**src/rtl/register_file_sb.sv**
```systemverilog
// Integer register file with two async read ports, one sync write port,
// a post-reset initialisation sweep, optional write-to-read bypass and a busy scoreboard.
module register_file_sb #(
  parameter int                    DATA_WIDTH = 32,
  parameter int                    ADDR_WIDTH = 5,
  parameter int                    SP_INDEX   = 2,
  parameter logic [DATA_WIDTH-1:0] SP_RESET   = DATA_WIDTH'(32'h7FFF_EFFC),
  parameter int                    GP_INDEX   = 3,
  parameter logic [DATA_WIDTH-1:0] GP_RESET   = DATA_WIDTH'(32'h1000_8000),
  parameter bit                    BYPASS     = 1'b1
) (
  input  logic                  clk,
  input  logic                  reset,
  input  logic                  Reg_Write_i,
  input  logic [ADDR_WIDTH-1:0] Write_Register_i,
  input  logic [DATA_WIDTH-1:0] Write_Data_i,
  input  logic [ADDR_WIDTH-1:0] Read_Register_1_i,
  input  logic [ADDR_WIDTH-1:0] Read_Register_2_i,
  input  logic                  Reserve_i,
  input  logic [ADDR_WIDTH-1:0] Reserve_Register_i,
  output logic [DATA_WIDTH-1:0] Read_Data_1_o,
  output logic [DATA_WIDTH-1:0] Read_Data_2_o,
  output logic                  Busy_1_o,
  output logic                  Busy_2_o,
  output logic                  Ready_o
);

  localparam int DEPTH = 1 << ADDR_WIDTH;
  localparam logic [ADDR_WIDTH:0]   LAST_CNT = (ADDR_WIDTH+1)'(DEPTH - 1);
  localparam logic [ADDR_WIDTH-1:0] SP_ADDR  = ADDR_WIDTH'(SP_INDEX);
  localparam logic [ADDR_WIDTH-1:0] GP_ADDR  = ADDR_WIDTH'(GP_INDEX);

  typedef enum logic {
    INIT,
    RUN
  } state_t;

  state_t                  state_q, state_d;
  logic [ADDR_WIDTH:0]     cnt_q, cnt_d;
  logic                    ready_q;
  logic [DEPTH-1:0]        busy_q, busy_d;
  logic [DATA_WIDTH-1:0]   mem [DEPTH];

  logic                    mem_we;
  logic [ADDR_WIDTH-1:0]   mem_waddr;
  logic [DATA_WIDTH-1:0]   mem_wdata;

  // ---------------------------------------------------------------------------
  // Sweep FSM
  // ---------------------------------------------------------------------------
  always_comb begin
    // NOTE: every output of a combinational block gets a default first, so no path leaves it unassigned and no latch is inferred.
    state_d = state_q;
    cnt_d   = cnt_q;
    unique case (state_q)
      INIT: begin
        cnt_d = cnt_q + 1'b1;
        if (cnt_q == LAST_CNT) state_d = RUN;
      end
      RUN: ;
      default: state_d = INIT;
    endcase
  end

  always_ff @(posedge clk) begin
    // NOTE: sequential state is updated with non-blocking assignments so every flop samples pre-edge values.
    if (reset) begin
      state_q <= INIT;
      cnt_q   <= '0;
      ready_q <= 1'b0;
    end else begin
      state_q <= state_d;
      cnt_q   <= cnt_d;
      ready_q <= (state_d == RUN);
    end
  end

  assign Ready_o = ready_q;

  // ---------------------------------------------------------------------------
  // Single write port shared by the sweep and the writeback stage
  // ---------------------------------------------------------------------------
  always_comb begin
    mem_we    = 1'b0;
    mem_waddr = Write_Register_i;
    mem_wdata = Write_Data_i;
    if (!reset) begin
      if (state_q == INIT) begin
        mem_we    = 1'b1;
        mem_waddr = cnt_q[ADDR_WIDTH-1:0];
        if (cnt_q[ADDR_WIDTH-1:0] == SP_ADDR)      mem_wdata = SP_RESET;
        else if (cnt_q[ADDR_WIDTH-1:0] == GP_ADDR) mem_wdata = GP_RESET;
        else                                       mem_wdata = '0;
      end else begin
        mem_we = Reg_Write_i && (Write_Register_i != '0);
      end
    end
  end

  // NOTE: the array has no reset branch; the sweep initialises it, which keeps it mappable onto RAM.
  always_ff @(posedge clk) begin
    if (mem_we) mem[mem_waddr] <= mem_wdata;
  end

  // ---------------------------------------------------------------------------
  // Busy scoreboard: clear on write, then set on reserve so a new producer wins
  // ---------------------------------------------------------------------------
  always_comb begin
    busy_d = busy_q;
    if (state_q == RUN) begin
      if (Reg_Write_i)                                busy_d[Write_Register_i]   = 1'b0;
      if (Reserve_i && (Reserve_Register_i != '0))    busy_d[Reserve_Register_i] = 1'b1;
    end
    busy_d[0] = 1'b0;
  end

  always_ff @(posedge clk) begin
    if (reset) busy_q <= '0;
    else       busy_q <= busy_d;
  end

  // ---------------------------------------------------------------------------
  // Read ports
  // ---------------------------------------------------------------------------
  logic [ADDR_WIDTH-1:0] rd_addr [2];
  logic [DATA_WIDTH-1:0] rd_data [2];
  logic                  rd_busy [2];

  assign rd_addr[0] = Read_Register_1_i;
  assign rd_addr[1] = Read_Register_2_i;

  for (genvar p = 0; p < 2; p++) begin : g_read
    always_comb begin
      rd_data[p] = '0;
      rd_busy[p] = 1'b0;
      if ((state_q == RUN) && (rd_addr[p] != '0)) begin
        rd_data[p] = mem[rd_addr[p]];
        rd_busy[p] = busy_q[rd_addr[p]];
        if (BYPASS && Reg_Write_i && (Write_Register_i == rd_addr[p])) begin
          rd_data[p] = Write_Data_i;
          // A same-cycle re-reserve keeps the register pending, so show the stored flag.
          if (!(Reserve_i && (Reserve_Register_i == rd_addr[p]))) rd_busy[p] = 1'b0;
        end
      end
    end
  end

  assign Read_Data_1_o = rd_data[0];
  assign Read_Data_2_o = rd_data[1];
  assign Busy_1_o      = rd_busy[0];
  assign Busy_2_o      = rd_busy[1];

endmodule

```
**config.mk**
```make
export PLATFORM = sky130hd
export DESIGN_NAME = register_file_sb
export DESIGN_NICKNAME = d
export VERILOG_FILES = /design/src/rtl/register_file_sb.sv
export SDC_FILE = /design/constraint.sdc
export NUM_CORES = 1
export LEC_CHECK = 0
export CAP_MARGIN = 15
export CORE_MARGIN = 1.5
export CORE_UTILIZATION = 50
export CTS_CLUSTER_DIAMETER = 80
export CTS_CLUSTER_SIZE = 12
export DETAILED_ROUTE_END_ITERATION = 16
export PLACE_DENSITY = 0.67
export SETUP_SLACK_MARGIN = 0.3
export SYNTH_ARGS = -nofsm -noshare
export SYNTH_HDL_FRONTEND = slang
export SYNTH_SLANG_ARGS = --single-unit
```
**constraint.sdc**
```tcl
create_clock -name clk -period 11.16 [get_ports clk]
set_clock_uncertainty 0.2 [all_clocks]
set_input_delay 3.348 -clock clk [delete_from_list [all_inputs] [get_ports clk]]
set_output_delay 3.348 -clock clk [all_outputs]
set_load 0.03 [all_outputs]
```
==> results of run 1 <==
[per-layer routing]
metal  GRT usage [%]  vias to the layer above  share of wire, %
li1                -                    13100                 -
met2            49.7                     2406                47
met5               0                        -             0.020
met3            7.68                      478                12
met1            41.7                    17100                36
met4            14.6                        4               5.0
[sequential cells by signal, indices dropped and copies added, names as in the netlist]
register and count:
mem 1024, busy_q 31, cnt_q 6, Ready_o 1
[worst register-to-register path: stages, from the launching register on]
cell and delay [ns]:
dfxtp_1 0.89, or2_2 0.62, buf_4 0.59, mux2i_1 0.38
nand2_1 0.51, nor2_4 0.79, buf_4 0.64
[layout by cell type (no fill, tap or decap), types with 13 or more instances in the layout]
cell             count
buf_12              25
a221oi_1           160
a211o_1             31
xor2_1              13
a21o_1              28
nand3_1             72
nand2b_1            38
a22oi_1             64
o21ai_0             99
a22o_1              31
mux2i_1            327
mux4_2             367
a221o_1             32
buf_4               82
nand2_1            211
clkbuf_16          101
nor3_1              36
nor2_4              37
a21oi_1            102
clkdlybuf4s50_1    114
dfxtp_1             38
nor2_1              16
edfxtp_1          1024
and4_1              31
[through the flow]
step           utilization (%)  hold WS (ns)
2_1_floorplan                -         0.259
3_3_place_gp              53.4         0.269
3_5_place_dp              53.4         0.284
4_1_cts                   55.9         0.292
5_1_grt                   55.9         0.319
6_report                  55.9         0.295
[cells by family after synthesis]
| family | count (synthesis) | share of synthesized area, % |
|---|---|---|
| AOI/OAI and AO/OA | 562 | 7.98 |
| and+or+nand+nor | 494 | 4.71 |
| buffers and inverters | 271 | 2.55 |
| adders and majority gates | 2 | 0.0490 |
| xor gates and xnor gates | 23 | 0.394 |
| muxes | 698 | 22.7 |
| DFF | 1062 | 61.7 |
[report_power, final]
group	leakage, nW	switching [mW]	internal [mW]
Combinational	7.96	0.519	0.283
Sequential	9.65	0.0156	4.46
Clock	1.28	1.41	1.60
[path summary, 6_finish.rpt]
| check | startpoint | endpoint | depth (start not counted) |
|---|---|---|---|
| setup / recovery | Read_Register_2_i[1] | Read_Data_2_o[10] | 7 |
| hold / removal | cnt_q[5]$_SDFFE_PP0N_ | cnt_q[5]$_SDFFE_PP0N_ | 2 |
| setup reg to reg | Ready_o$_SDFF_PP0_ | mem[29][29]$_DFFE_PP_ | 6 |
| hold reg to reg | cnt_q[5]$_SDFFE_PP0N_ | cnt_q[5]$_SDFFE_PP0N_ | 2 |
[layout make-up]
type	count	area (µm²)	share of cell area [%]
Sequential cell	1062	31500	55.4
Multi-Input combinational cell	1779	18600	32.8
Clock buffer	108	2550	4.49
Timing Repair Buffer	227	2330	4.09
Tap cell	1368	1710	3.01
Clock inverter	5	70.1	0.123
Inverter	6	27.5	0.0484
==> key figures, run 1 <==
Final layout
  – Non-Filler Instances: 4555
  – Layout cell share with drive strength beyond 1: 20.2%
  – Cell area after layout: 56800 µm²
  – Nets@finish: 3232
  – Filler cell count: 7785
  – Area Overhead vs Synth: 11.2%
  – N_diodes: 0

Timing
  – Max-slew headroom at the worst pin: 25.0%
  – Final critical-path required period: 10.32 ns
  – # setup viols final: 0
  – Tcrit/Tclk final: 92.4%
  – Hold Vio Cnt, Final: 0
  – Worst Max-Slew Pin Slew: 1.13 ns
  – Slew Viols, Final: 0
  – RSZ-0062 raised after global routing: no
  – Final WS setup: 0.844 ns
  – FMAX: 0.0969 GHz
  – Setup TNS: 0 ns

Yosys
  – Primary FF master, synth: edfxtp_1
  – Synthesized area per cell: 16.4 µm²
  – Number of synthesis warnings: 0
  – Post-synth cell types: 54
  – Seq/Total Area, Yosys: 61.7%
  – Gate Count Post-Synth: 3112
  – Yosys top cell by area: edfxtp_1
  – Synth Register Bits: 1062
  – Post-Syn Nets: 3170
  – Most frequent cell after synthesis: edfxtp_1
  – Post-synth top cells: edfxtp_1, mux4_2, mux2i_1
  – Cell Area, Synth: 51100 µm²
  – Post-synth EDFFs: 1024
  – Synth area leaders: edfxtp_1, mux4_2, mux2i_1, a221oi_1, nand2_1
  – Area share of the largest cell type after synthesis: 60.2%
  – Asr flop ratio synth: 0%

Clock tree
  – Post-CTS Resized: 0
  – Post-CTS Setup Inserts: 0
  – Clock latency on the worst-skew pair: 0.68 ns
  – Max Root-Sink Buffers: 3
  – Quantity of hold-fixing buffers added after cts: 0
  – TritonCTS Buffers: 98
  – Clk root buf: clkbuf_16
  – Worst-path clk slew: 0.06 ns
  – Htree depth: 3
  – CTS sink count: 1062
  – CTS tree: built

Drt
  – Antenna Nets Post-Route: 0
  – Via density: 7.25
  – Initial DRT Pass Iterations: 6
  – Starting DRT DRC Count: 4547
  – Routed wire length: 164000 µm
  – Vias: 33000
  – Drt wl/cell: 36.0 µm
  – Drc violations: 0

Placed design
  – Port-buffer cells: 122
  – DP HPWL: 95900 µm
  – GP Congestion: 0.894
  – Post-place setup slack: 0.904 ns
  – Placed cell area: 54200 µm²
  – Placed Cells incl. Taps: 4442

Floorplanning
  – Rows: 117
  – Die width: 323 µm
  – Core Region: 102000 µm²
  – Die height: 323 µm
  – Starting Density: 50.3%
  – DIE AREA: 104000 µm²
  – Io pins: 123

Critical path
  – Critical path peak fanout: 48
  – WP buf/inv: 2
  – Slowest stage delay, CP: 0.87 ns
  – Slowest-stage cell, CP: o21ai_0
  – Top Family by Delay on Critical Path: compound AO/OA/AOI/OAI gates
  – WS Path Type: in -> out
  – CP required: 7.61 ns
  – WP data arrival: 6.77 ns
  – CP Capture Type: output pin
  – Crit path launch type: input port
  – Flop2flop setup slack: 6.16 ns
  – CP Cell Sequence: clkbuf_8 -> nor2_4 -> a221oi_1 -> o21ai_0 -> a21oi_1 -> a211o_1 -> clkdlybuf4s50_1

GRT
  – Total GRT Usage: 31.6%
  – First-pass GRT wire length: 235000 µm
  – Initial antenna violation count: 3
  – Total grt overflow: 0
  – Vias in the first global route: 33300
  – Largest net degree at the start of global routing: 95

Outcome
  – Status: finished clean

Flow run
  – Max-cap viol count: 0

Hold path
  – Hold Path Class: reg -> reg

Pwr
  – Final Total Pwr: 8.29 mW
  – Leak Pwr: 18.9 nW
  – Power per cell area: 146 nW/µm²
  – Maximum VDD drop: 0.121 mV
Power figures use the tool's default switching activity.
==> run 2: changes to the inputs <==
--- a/config.mk
+++ b/config.mk
@@ -12,6 +12,7 @@
 export CTS_CLUSTER_SIZE = 12
 export DETAILED_ROUTE_END_ITERATION = 16
 export PLACE_DENSITY = 0.67
+export RECOVER_POWER = 25
 export SETUP_SLACK_MARGIN = 0.3
 export SYNTH_ARGS = -nofsm -noshare
 export SYNTH_HDL_FRONTEND = slang
==> run 2 against run 1 <==
Compared with the run above:
- the flow now finishes with violations (capacitance limit, slew limit)
- cell count did not move
- core utilization barely moved
- flip-flop and latch count did not move
- register-to-register slack got worse by 2.0 ns
- maximum frequency fell by 3.1%
- clock power barely moved
- routed wire length barely moved
- critical endpoint is now mem[29][29]$_DFFE_PP_
- largest power group unchanged
==> key figures, run 2 (same netlist as run 1, synthesis figures left out) <==
Outcome
  – Status: finished, violations left
  – Violated checks: capacitance limit, slew limit

Critical path
  – Levels on crit path: 8 (+1)
  – Reg2reg end: mem[29][29]$_DFFE_PP_
  – R2R depth: 6 (unchanged)
  – CP Cell Sequence: dlygate4sd3_1 -> clkbuf_1 -> or2_0 -> clkbuf_1 -> mux2i_1 -> nand2_1 -> nor2_4 -> buf_4
  – Critical Path End: mem[29][29]$_DFFE_PP_
  – WS Path Type: in -> reg
  – Most used cell along the critical path: clkbuf_1
  – Slowest-stage cell, CP: clkbuf_1
  – WP data arrival: 10.74 ns (+3.97 ns)
  – Crit path launch type: input port
  – Top Family by Delay on Critical Path: buffers and inverters
  – CP required: 11.26 ns (+3.65 ns)
  – R2r startpoint: Ready_o$_SDFF_PP0_
  – Slowest stage delay, CP: 1.79 ns (+0.92 ns)
  – CP Capture Type: register
  – Critical path peak fanout: 41 (-15%)
  – WP buf/inv: 4 (+2)
  – Flop2flop setup slack: 4.19 ns (-1.97 ns)
  – CP startpoint: reset

Floorplanning
  – DIE AREA: 104000 µm² (unchanged)
  – Die width: 323 µm (unchanged)
  – Die height: 323 µm (unchanged)
  – Core Region: 102000 µm² (unchanged)
  – Rows: 117 (unchanged)
  – Starting Density: 50.3% (unchanged)
  – Io pins: 123 (unchanged)

Pwr
  – Switching Power: 1.95 mW (about the same)
  – Leak Pwr: 18.9 nW (about the same)
  – Clock share of power: 36.4% (about the same)
  – Sequential share of power: 54.0% (about the same)
  – Power per cell area: 146 nW/µm² (about the same)
  – Maximum VDD drop: 0.121 mV (about the same)
  – Sw Ratio: 23.5% (about the same)
  – Comb power frac: 9.7% (about the same)
  – Final Total Pwr: 8.29 mW (about the same)
  – Pint: 6.34 mW (about the same)

Final layout
  – Sequential cell area: 31500 µm² (unchanged)
  – Top reg by flops: mem
  – Non-Filler Instances: 4555 (unchanged)
  – N_diodes: 0 (unchanged)
  – Cell area after layout: 56800 µm² (about the same)
  – Number of flip-flops in the largest register: 1024 (unchanged)
  – Top Registers: mem: 1024 flops, busy_q: 31 flops, cnt_q: 6 flops
  – Nets@finish: 3232 (unchanged)
  – Commonest non-fill, non-tap cells in the layout: edfxtp_1, mux4_2, mux2i_1
  – Commonest non-fill, non-tap cell in the layout: edfxtp_1
  – Filler cell count: 7797 (+0.15%)
  – Area of the multi-input gates: 18600 µm² (-0.13%)
  – Area Overhead vs Synth: 11.1% (about the same)
  – Layout cell share with drive strength beyond 1: 20.0% (-0.25 points)

Drt
  – Initial DRT Pass Iterations: 6 (unchanged)
  – Vias: 32900 (-0.30%)
  – Routed wire length: 164000 µm (about the same)
  – Antenna Nets Post-Route: 0 (unchanged)
  – Drt wl/cell: 36.0 µm (about the same)
  – Drc violations: 0 (unchanged)
  – Starting DRT DRC Count: 4561 (+0.31%)
  – Via density: 7.23 (-0.30%)

GRT
  – First-pass GRT wire length: 235000 µm (unchanged)
  – Routing usage on met2: 49.7% (unchanged)
  – Total GRT Usage: 31.6% (unchanged)
  – Vias in the first global route: 33300 (unchanged)
  – Largest net degree at the start of global routing: 95 (unchanged)
  – GR peak layer: met2
  – Initial antenna violation count: 3 (unchanged)
  – Total grt overflow: 0 (unchanged)
  – Met1 usage: 41.7% (unchanged)
  – GRT met3 Usage: 7.68% (unchanged)

Clock tree
  – Htree depth: 3 (unchanged)
  – Max Root-Sink Buffers: 3 (unchanged)
  – Post-CTS Setup Inserts: 0 (unchanged)
  – Clock latency on the worst-skew pair: 0.67 ns (about the same)
  – CTS sink count: 1062 (unchanged)
  – Post-CTS Resized: 0 (unchanged)
  – TritonCTS Buffers: 98 (unchanged)
  – Worst-path clk slew: 0.06 ns (about the same)
  – CTS tree: built
  – Clk root buf: clkbuf_16
  – Quantity of hold-fixing buffers added after cts: 0 (unchanged)

Placed design
  – DP HPWL: 95900 µm (unchanged)
  – Placed Cells incl. Taps: 4442 (unchanged)
  – Port-buffer cells: 122 (unchanged)
  – Post-place setup slack: 0.904 ns (unchanged)
  – Placed cell area: 54200 µm² (unchanged)
  – GP Congestion: 0.894 (unchanged)

Flow run
  – Max-cap viol count: 7 (+7)

Timing
  – Setup TNS: 0 ns (unchanged)
  – Hold Vio Cnt, Final: 0 (unchanged)
  – Tcrit/Tclk final: 95.4% (+3.0 points)
  – FMAX: 0.0939 GHz (-3.1%)
  – RSZ-0062 raised after global routing: no
  – Final WS setup: 0.511 ns (-0.333 ns)
  – Max-slew headroom at the worst pin: -60.0% (-85 points)
  – # setup viols final: 0 (unchanged)
  – Final critical-path required period: 10.65 ns (+0.333 ns)
  – Slew Viols, Final: 216 (+216)
  – Worst Max-Slew Pin Slew: 2.40 ns (+1.28 ns)

Hold path
  – Hold Path Class: reg -> reg
==> run 2: cell count changes in the layout (fill, tap and decap cells not counted), moves of 2 or more <==
cell | previous run | this run
nor2_1 | 16 | 19
and2_0 | 0 | 4
and2_1 | 8 | 5
buf_4 | 82 | 74
clkbuf_1 | 7 | 9
nor2_4 | 37 | 34
clkdlybuf4s50_1 | 114 | 112
dlygate4sd3_1 | 0 | 2
clkbuf_2 | 0 | 6
==> run 2: stage by stage <==
stage,hold WS [ns],utilization (%)
detailed placement,0.284,53.4
CTS,0.292,55.9
floorplan,0.259,-
global route,0.319,55.9
global placement,0.269,53.4
finish,0.295,55.9
==> run 2: area by class of cell <==
cell class              count  area share, %
clock inverters             5          0.123
flip-flops and latches   1062           55.5
inverters                   6         0.0485
multi-input cells        1779           32.8
well taps                1368           3.01
repair buffers            227           4.06
clock buffers             108           4.50
==> run 2: metal layers <==
metal	vias up	routed length (µm)
met5	-	32
met4	4	7960
met3	471	19700
met2	2353	77100
met1	17000	59000
li1	13100	-
==> run 2: power groups by stage <==
| stage | combinational, mW | sequential, mW | clock, mW |
|---|---|---|---|
| after floorplan | 0.505 | 4.55 | 0 |
| after global placement | 0.770 | 4.55 | 0 |
| after detailed placement | 0.785 | 4.56 | 0 |
| after CTS | 0.787 | 4.47 | 3.04 |
| after global routing | 0.835 | 4.47 | 3.19 |
| final | 0.801 | 4.47 | 3.01 |
==> run 2: worst min-delay path by stage <==
stage	cells past startpoint	end	from	slack, ns
after detailed placement	2	busy_q[6]$_SDFFE_PP0P_	busy_q[6]$_SDFFE_PP0P_	0.28
final	2	busy_q[6]$_SDFFE_PP0P_	busy_q[6]$_SDFFE_PP0P_	0.29
after floorplan	2	cnt_q[5]$_SDFFE_PP0N_	cnt_q[5]$_SDFFE_PP0N_	0.26
after global placement	2	cnt_q[5]$_SDFFE_PP0N_	cnt_q[5]$_SDFFE_PP0N_	0.27
after global routing	2	cnt_q[5]$_SDFFE_PP0N_	cnt_q[5]$_SDFFE_PP0N_	0.32
after CTS	2	busy_q[22]$_SDFFE_PP0P_	busy_q[22]$_SDFFE_PP0P_	0.29
==> run 2: worst register-to-register path, stage by stage, from the launching register on <==
cell and delay, ns:
dfxtp_1 0.90, or2_0 1.30, clkbuf_1 1.80, mux2i_1 0.43
nand2_1 0.53, nor2_4 0.78, buf_4 0.64
